[src/rtl/arb_req_client_if.sv]
// arb_req_client_if
//   Bundle of the command channel and arbiter-side signals of one
//   arb_req_client instance.
//   slave  : the requester agent (consumes commands and gnt, drives the rest)
//   master : the environment (local master plus arbiter) facing the agent
//   Signals:
//     cmd_valid/cmd_len/cmd_ready : burst command handshake (len = beats-1)
//     req/gnt                     : arbiter request / grant
//     beat/busy/done/timeout_err  : status
interface arb_req_client_if #(
  parameter int LEN_W = 4
) ();
  logic             cmd_valid;
  logic [LEN_W-1:0] cmd_len;
  logic             cmd_ready;
  logic             req;
  logic             gnt;
  logic             beat;
  logic             busy;
  logic             done;
  logic             timeout_err;

  modport master (
    output cmd_valid, cmd_len, gnt,
    input  cmd_ready, req, beat, busy, done, timeout_err
  );

  modport slave (
    input  cmd_valid, cmd_len, gnt,
    output cmd_ready, req, beat, busy, done, timeout_err
  );
endinterface

[src/rtl/arb_req_client.sv]
// arb_req_client
//   Requester-side agent for the two-way grant arbiter. Queues burst
//   commands in a small FIFO, raises req for the head command, holds it for
//   exactly cmd_len+1 granted beats, then drops req for one REL cycle.
//   Ports:
//     clock    : rising-edge clock
//     reset_n  : asynchronous active-low reset
//     bus      : arb_req_client_if.slave (command channel, req/gnt, status)
//   Optional feature (macro ARB_REQ_TIMEOUT_EN): a request that sees no
//   grant for TIMEOUT cycles in REQ is abandoned and timeout_err pulses.
//   Without the macro REQ waits indefinitely and timeout_err is 0.
module arb_req_client #(
  parameter int LEN_W      = 4,
  parameter int FIFO_DEPTH = 4,   // power of two, >= 2
  parameter int TIMEOUT    = 15   // >= 1
) (
  input logic            clock,
  input logic            reset_n,
  arb_req_client_if.slave bus
);
  localparam int PTR_W = $clog2(FIFO_DEPTH);
  localparam int CNT_W = PTR_W + 1;

  typedef enum logic [1:0] {S_IDLE, S_REQ, S_OWN, S_REL} state_t;

  state_t           state;
  logic [LEN_W-1:0] rem;
  logic             req_q;
  logic             done_q;

  // command FIFO
  logic [LEN_W-1:0] mem [FIFO_DEPTH];
  logic [PTR_W-1:0] wr_ptr, rd_ptr;
  logic [CNT_W-1:0] count;
  logic             push, pop, fifo_ne;

  assign fifo_ne       = (count != '0);
  assign bus.cmd_ready = (count != CNT_W'(FIFO_DEPTH));
  assign push          = bus.cmd_valid & bus.cmd_ready;
  // the only pop is the IDLE->REQ transition
  assign pop           = (state == S_IDLE) & fifo_ne;

  always_ff @(posedge clock) begin
    if (push) mem[wr_ptr] <= bus.cmd_len;
  end

  // depth is a power of two, so pointers wrap by natural overflow
  always_ff @(posedge clock or negedge reset_n) begin
    if (!reset_n) begin
      wr_ptr <= '0;
      rd_ptr <= '0;
      count  <= '0;
    end else begin
      if (push) wr_ptr <= wr_ptr + PTR_W'(1);
      if (pop)  rd_ptr <= rd_ptr + PTR_W'(1);
      case ({push, pop})
        2'b10:   count <= count + CNT_W'(1);
        2'b01:   count <= count - CNT_W'(1);
        default: count <= count;
      endcase
    end
  end

`ifdef ARB_REQ_TIMEOUT_EN
  localparam int TO_W = $clog2(TIMEOUT + 1);
  logic [TO_W-1:0] wcnt;
  logic            toe_q;
  assign bus.timeout_err = toe_q;
`else
  assign bus.timeout_err = 1'b0;
`endif

  // req is written alongside the state so it reflects the state being
  // entered: high for REQ/OWN, low for IDLE/REL.
  always_ff @(posedge clock or negedge reset_n) begin
    if (!reset_n) begin
      state  <= S_IDLE;
      rem    <= '0;
      req_q  <= 1'b0;
      done_q <= 1'b0;
`ifdef ARB_REQ_TIMEOUT_EN
      wcnt   <= '0;
      toe_q  <= 1'b0;
`endif
    end else begin
      done_q <= 1'b0;
`ifdef ARB_REQ_TIMEOUT_EN
      toe_q  <= 1'b0;
`endif
      case (state)
        S_IDLE: begin
          if (fifo_ne) begin
            state <= S_REQ;
            req_q <= 1'b1;
            rem   <= mem[rd_ptr];
`ifdef ARB_REQ_TIMEOUT_EN
            wcnt  <= '0;
`endif
          end
        end
        S_REQ: begin
          if (bus.gnt) begin
            if (rem == '0) begin
              state  <= S_REL;
              req_q  <= 1'b0;
              done_q <= 1'b1;
            end else begin
              rem   <= rem - LEN_W'(1);
              state <= S_OWN;
            end
          end
`ifdef ARB_REQ_TIMEOUT_EN
          // this is the TIMEOUT-th ungranted REQ cycle; a grant in the same
          // cycle takes the branch above instead
          else if (wcnt == TO_W'(TIMEOUT - 1)) begin
            state <= S_REL;
            req_q <= 1'b0;
            toe_q <= 1'b1;
          end else begin
            wcnt <= wcnt + TO_W'(1);
          end
`endif
        end
        S_OWN: begin
          // preemption (gnt=0) simply holds everything; req stays up
          if (bus.gnt) begin
            if (rem == '0) begin
              state  <= S_REL;
              req_q  <= 1'b0;
              done_q <= 1'b1;
            end else begin
              rem <= rem - LEN_W'(1);
            end
          end
        end
        S_REL: begin
          state <= S_IDLE;
        end
        default: begin
          state <= S_IDLE;
          req_q <= 1'b0;
        end
      endcase
    end
  end

  assign bus.req  = req_q;
  assign bus.done = done_q;
  assign bus.beat = bus.gnt & ((state == S_REQ) | (state == S_OWN));
  assign bus.busy = (state != S_IDLE) | fifo_ne;
endmodule
[src/flat_wrapper.sv]
// flat-port wrapper written by rule: the top's interface ports become plain ports
module arb_req_client_flat 
#(
  parameter int LEN_W      = 4,
  parameter int FIFO_DEPTH = 4,                        
  parameter int TIMEOUT    = 15          
)
  (clock, reset_n, bus_cmd_valid, bus_cmd_len, bus_gnt, bus_cmd_ready, bus_req, bus_beat, bus_busy, bus_done, bus_timeout_err);
  arb_req_client_if #(.LEN_W(LEN_W)) bus_i ();
  input logic clock;
  input logic reset_n;
  input wire logic [$bits(bus_i.cmd_valid)-1:0] bus_cmd_valid;
  input wire logic [$bits(bus_i.cmd_len)-1:0] bus_cmd_len;
  input wire logic [$bits(bus_i.gnt)-1:0] bus_gnt;
  output wire logic [$bits(bus_i.cmd_ready)-1:0] bus_cmd_ready;
  output wire logic [$bits(bus_i.req)-1:0] bus_req;
  output wire logic [$bits(bus_i.beat)-1:0] bus_beat;
  output wire logic [$bits(bus_i.busy)-1:0] bus_busy;
  output wire logic [$bits(bus_i.done)-1:0] bus_done;
  output wire logic [$bits(bus_i.timeout_err)-1:0] bus_timeout_err;
  assign bus_i.cmd_valid = bus_cmd_valid;
  assign bus_i.cmd_len = bus_cmd_len;
  assign bus_i.gnt = bus_gnt;
  assign bus_cmd_ready = bus_i.cmd_ready;
  assign bus_req = bus_i.req;
  assign bus_beat = bus_i.beat;
  assign bus_busy = bus_i.busy;
  assign bus_done = bus_i.done;
  assign bus_timeout_err = bus_i.timeout_err;
  arb_req_client #(.LEN_W(LEN_W), .FIFO_DEPTH(FIFO_DEPTH), .TIMEOUT(TIMEOUT)) u_core (.clock(clock), .reset_n(reset_n), .bus(bus_i));
endmodule
[config.mk]
export PLATFORM = sky130hd
export DESIGN_NAME = arb_req_client_flat
export DESIGN_NICKNAME = d
export VERILOG_FILES = /design/src/rtl/arb_req_client_if.sv /design/src/rtl/arb_req_client.sv /design/src/flat_wrapper.sv
export SDC_FILE = /design/constraint.sdc
export NUM_CORES = 1
export LEC_CHECK = 0
export BUFFER_PORTS_ARGS = -buffer_cell sky130_fd_sc_hd__buf_2
export CAP_MARGIN = 10
export CELL_PAD_IN_SITES_DETAIL_PLACEMENT = 0
export CELL_PAD_IN_SITES_GLOBAL_PLACEMENT = 1
export CORE_MARGIN = 2
export CORE_UTILIZATION = 51
export CTS_CLUSTER_SIZE = 24
export DETAILED_ROUTE_END_ITERATION = 6
export HOLD_SLACK_MARGIN = 0.05
export PLACE_DENSITY = 0.83
export SLEW_MARGIN = 10
export SYNTH_ARGS = -nofsm -noshare
export SYNTH_HDL_FRONTEND = slang
export SYNTH_SLANG_ARGS = --single-unit
[constraint.sdc]
create_clock -name clock -period 4.5 [get_ports clock]
set_input_delay 0.225 -clock clock [delete_from_list [all_inputs] [get_ports clock]]
set_output_delay 0.225 -clock clock [all_outputs]
set_load 0.01 [all_outputs]
---- Word-level counts from Yosys, hierarchy flattened ----
Memory sizes are Yosys's and may differ from the RTL's.
Index checks and enable logic that the tools add are counted.
word-level totals
  register bits ........................... 15
  RAM bits ................................ 16
  output and inout bits ................... 6
  memories kept ........................... 1
  logic and storage cells ................. 61
memory list
  name        words  bits a word  read ports  clocked after Yosys merged registers in  write ports  line                  text
  u_core.mem  4      4            1           0                                        1            arb_req_client.sv:32  logic [LEN_W-1:0] mem [FIFO_DEPTH];
operators by class
  bitwise operators ....................... 5
  reduce and logical (&&, ||, !) cells .... 10
  $add $sub $neg .......................... 5
  muxes and demuxes ....................... 20
  eq/ne operators ......................... 13
operator list
  cell                 number
  $mux 4               3
  $reduce_and 4->1     3
  $mux 1               9
  $mux 2               4
  $ne 2x1->1 const B   4
  $pmux 2 s4           1
  $pmux 4 s2           1
  $eq 2x2->1 const B   3
  $ne 2x2->1 const B   3
  $pmux 3 s2           1
  $reduce_bool 2->1    3
  $add 2x1->2 const B  2
  $eq 2x1->1 const B   2
  $logic_not 4->1      1
  $sub 4x1->4 const B  1
  $add 3x1->3 const B  1
  $and 1x1->1          3
  $ne 3x3->1 const B   1
  $reduce_bool 3->1    1
  $sub 3x1->3 const B  1
  $logic_not 2->1      1
  $or 1x1->1           2
  $pmux 1 s2           1
  $reduce_or 2->1      1

---- Longest topological paths before layout ----
  depth after elaboration ................. 4
  depth in mapped cells ................... 10
  mapped depth without buffers ............ 10

---- Worst setup path before layout ----
OpenSTA, ideal clock, no wires.
  path kind ............................... flip-flop to flip-flop
  start ................................... reg u_core.count[0]
  end ..................................... reg u_core.count[2]
  stages on the path, launching flop included .. 11
  required time ........................... 4.421 ns
  arrival time ............................ 1.985 ns
  setup slack ............................. 2.436 ns
  path through ............................ dfrtp_1 inv_1 nand3_1 and2_1 inv_1 ha_1 inv_1 fa_1 xor2_1 nor2_1 xor2_1
between the ends
  cells in the longest elaborated chain, start to end .. 4
  elaborated cells between the ends (all ways) .. 10
ends and longest elaborated chain
  what                                             line                  text
  start, declared                                  arb_req_client.sv:34  logic [CNT_W-1:0] count;
  start signal, assigned                           arb_req_client.sv:57  2'b10: count <= count + CNT_W'(1);
  start signal, assigned                           arb_req_client.sv:58  2'b01: count <= count - CNT_W'(1);
  start signal, assigned                           arb_req_client.sv:59  default: count <= count;
  $ne 3x3->1 *                                     arb_req_client.sv:38  assign bus.cmd_ready = (count != CNT_W'(FIFO_DEPTH));
  net bus_cmd_ready                                flat_wrapper.sv:15    output wire logic [$bits(bus_i.cmd_ready)-1:0] bus_cmd_ready;
  $and 1x1->1 *                                    arb_req_client.sv:39  assign push = bus.cmd_valid & bus.cmd_ready;
  $eq 2x1->1 or $eq 2x2->1 (tied branches)         arb_req_client.sv:56  case ({push, pop})
  $pmux 3 s2 or $reduce_bool 2->1 (tied branches)  --
The timed path passes the listed nets; every way through them passes the cells marked *.
A chain may end at the register's enable or synchronous reset.

---- Worst setup path in the final report ----
  start ................................... reg u_core.count[0]
  end ..................................... reg u_core.count[2]
between the ends
  cells in the longest elaborated chain, start to end .. 4
  elaborated cells between the ends (all ways) .. 10
ends and longest elaborated chain
  what                                             line
  $ne 3x3->1 or $reduce_bool 3->1 (tied branches)  arb_req_client.sv:38, arb_req_client.sv:37
  $and 1x1->1 (on tied branches)                   arb_req_client.sv:39, arb_req_client.sv:41
  $eq 2x1->1 or $eq 2x2->1 (tied branches)         arb_req_client.sv:56
  $pmux 3 s2 or $reduce_bool 2->1 (tied branches)  --
Several ways; a longest one is shown, not always the timed one.

==> impl_metrics.env <==
export IMPL_track_usage_pct=16.0
export IMPL_yosys_area_top_type="edfxtp_1"
export IMPL_seq_area_frac_synth_pct=55.0
export IMPL_crit_required_ns=4.76
export IMPL_grt_pass1_vias=897
export IMPL_maxClockFrequency_ghz=0.456
export IMPL_die_y_microns=59.2
export IMPL_clock_sinks=31
export IMPL_p_comb_share_pct=46.2
export IMPL_num_rows=20
export IMPL_grt_start_max_net_pins=16
export IMPL_htree_levels=2
export IMPL_hp_start="bus_cmd_len[1]"
export IMPL_min_path_cells=1
export IMPL_die_w_microns=59.2
export IMPL_power_density_nw_per_um2=704
export IMPL_critPathLaunch="u_core.count[0]"
export IMPL_dp_hpwl_mm=1.81
export IMPL_grt_overflow_total=0
export IMPL_yosysMostFrequentCell="edfxtp_1"
export IMPL_fin_crit_sh_pct=48.8
export IMPL_endpoint_kind="register"
export IMPL_path_clk_slew_ns=0.09
export IMPL_peakVddDrop_mv=0.424
export IMPL_nNetsFinal=154
export IMPL_fillers=253
export IMPL_ys_types=41
export IMPL_netlist_area_sq_um=1560
export IMPL_syn_instance_count=119
export IMPL_syn_nets=137
export IMPL_drt_vias_per_instance=5.57
export IMPL_grt_pass1_wl_mm=3.87
export IMPL_drive_gt1_share_pct=19.7
export IMPL_clockRootBuffer="clkbuf_4"
export IMPL_synth_seq_cells=31
export IMPL_reg2reg_slack_ns=2.31
export IMPL_die_area_sq_um=3510
export IMPL_core_area_sq_um=2980
export IMPL_synth_top_cell_area_share_pct=30.9
export IMPL_power_frac_clock_pct=12.7
export IMPL_switching_share_pct=39.5
export IMPL_start_util_pct=52.2
export IMPL_min_period_ns=2.19
export IMPL_fin_skew_ns=0.00451
export IMPL_clk_insertion_delay_late_ns=0.33
export IMPL_drc=0
export IMPL_p_sw_uw=470
export IMPL_rr_worst_depth=10
export IMPL_start_kind="register"
export IMPL_synth_edf_count=16
export IMPL_slew_viol_final=0
export IMPL_antenna_left=0
export IMPL_drt_iter0_markers=29
export IMPL_placedInstanceArea_sq_um=1630
export IMPL_synth_commonest_cells="edfxtp_1 (16), dfrtp_1 (15), inv_1 (14), ha_1 (9), nand2_1 (5)"
export IMPL_async_flop_share_pct=48.4
export IMPL_numPortBuffers=12
export IMPL_path_max_fanout=6
export IMPL_ys_warn_count=0
export IMPL_dr_total_vias=947
export IMPL_drt_first_pass_iters=4
export IMPL_clock_path_buffers=2
export IMPL_fin_tns_setup_ns=0
export IMPL_boundaryPins=14
export IMPL_cts_tree="built"
export IMPL_timing_critical_path_to="u_core.count[2]"
export IMPL_p_leak_uw=0.000708
export IMPL_syn_area_per_cell_sq_um=13.1
export IMPL_postRouteWirelength_mm=2.38
export IMPL_stdcell_area_sq_um=1690
export IMPL_antenna_found_initial=0
export IMPL_area_delta_synth_final_pct=8.61
export IMPL_setup_viol=0
export IMPL_critical_path_arrival_ns=2.45
export IMPL_drv_cap=0
export IMPL_status="complete, no violations"
export IMPL_avgRoutedWirePerCell_microns=14.0
export IMPL_rsz0062_at_grt="false"
export IMPL_hold_path_class="in2reg"
export IMPL_place_congestion=0.749
export IMPL_antennaDiodeCount=0
export IMPL_r2r_start="u_core.count[0]"
export IMPL_postCtsSetupRepairBufs=0
export IMPL_p_int_uw=719
export IMPL_finalHoldViolCount=0
export IMPL_reg2reg_to="u_core.count[2]"
export IMPL_yosys_most_used_dff="edfxtp_1"
export IMPL_synth_area_leaders="edfxtp_1 (31%), dfrtp_1 (24%), ha_1 (7.2%)"
export IMPL_numCtsBuffers=5
export IMPL_seq_power_share_pct=41.1
export IMPL_path_class="reg2reg"
[worst max-delay path, cell delays in order, from the launching register on]
cell	delay, ns
dfrtp_1	0.44
inv_1	0.11
nand3_1	0.17
and2_1	0.25
inv_1	0.07
ha_1	0.18
inv_1	0.07
fa_1	0.42
xor2_1	0.15
nor2_1	0.12
xor2_1	0.15
[cells by family after synthesis]
family / after synthesis / synth area share, %
buffers and inverters: 17 / 5.31
xor gates and xnor gates: 6 / 3.38
muxes: 7 / 7.80
and+or+nand+nor: 30 / 11.5
other: 1 / 0.241
adders and majority gates: 10 / 8.53
AOI/OAI and AO/OA: 17 / 8.21
DFF: 31 / 55.0
[metal layers]
metal / wire, microns / global-route usage (%) / vias up / part of all wire, %
met5: 0 / 0 / - / 0
met4: 55 / 11.0 / 0 / 2.3
met3: 102 / 6.33 / 7 / 4.3
met2: 1190 / 25.6 / 19 / 50
met1: 1030 / 17.3 / 462 / 43
li1: - / - / 459 / -
[power by group through the flow]
stage | Combinational, uW | Clock [uW] | Sequential [uW]
2_1_floorplan | 485 | 0 | 464
3_3_place_gp | 542 | 0 | 490
3_5_place_dp | 554 | 0 | 496
4_1_cts | 556 | 157 | 490
5_1_grt | 619 | 171 | 502
6_report | 550 | 151 | 488
[worst min-delay path by stage]
stage	endpoint	slack, ns
after floorplan	u_core.bus.done	-0.07
after global placement	u_core.rem[0]	0.15
after detailed placement	u_core.rem[0]	0.15
after CTS	u_core.mem[3][0]	0.09
after global routing	u_core.mem[3][0]	0.08
final	u_core.mem[1][1]	0.11
[state kept, by name (all words and copies together) (netlist names)]
name	cells
u_core.mem	16
u_core.rem	4
u_core.count	3
u_core.rd_ptr	2
u_core.state	2
u_core.wr_ptr	2
u_core.bus.done	1
u_core.bus.req	1
[final cells by class]
| type | instances | area, sq um | area share, % |
|---|---|---|---|
| clock buffer | 5 | 37.5 | 2.22 |
| clock inverter | 3 | 15.0 | 0.889 |
| inverter | 14 | 52.6 | 3.11 |
| multi-input combinational | 71 | 617 | 36.5 |
| sequential | 31 | 856 | 50.7 |
| tap | 33 | 41.3 | 2.44 |
| timing repair buffer | 13 | 70.1 | 4.15 |
[metrics by stage]
stage	hold slack, ns	power, uW	utilization, %	setup WS [ns]	std cells
2_1_floorplan	-0.0706	950	-	2.44	119
3_3_place_gp	0.146	1030	54.6	2.39	161
3_5_place_dp	0.153	1050	54.6	2.32	161
4_1_cts	0.0875	1200	56.7	2.29	170
5_1_grt	0.0809	1290	56.7	2.13	170
6_report	0.111	1190	56.7	2.31	170
[cells in the final DEF, fill, tap and decap left out, drive strengths merged, types with 3 or more instances in the layout]
cell,synthesis,final
nor2,3,3
mux4,4,4
and2,3,3
inv,14,14
xnor2,4,4
nand3,3,3
edfxtp,16,16
a21oi,3,3
clkbuf,0,5
and3,4,4
nand2,5,5
o21ai,5,5
buf,3,12
ha,9,9
dfrtp,15,15
or3,4,4
[repair_timing]
action / 4_1_cts / 5_1_grt
endpoints found under the hold margin: 15 / 0
resized for setup: 0 / 0
hold buffers: 1 / 0
Note: power is estimated with default switching activity, not from simulation.
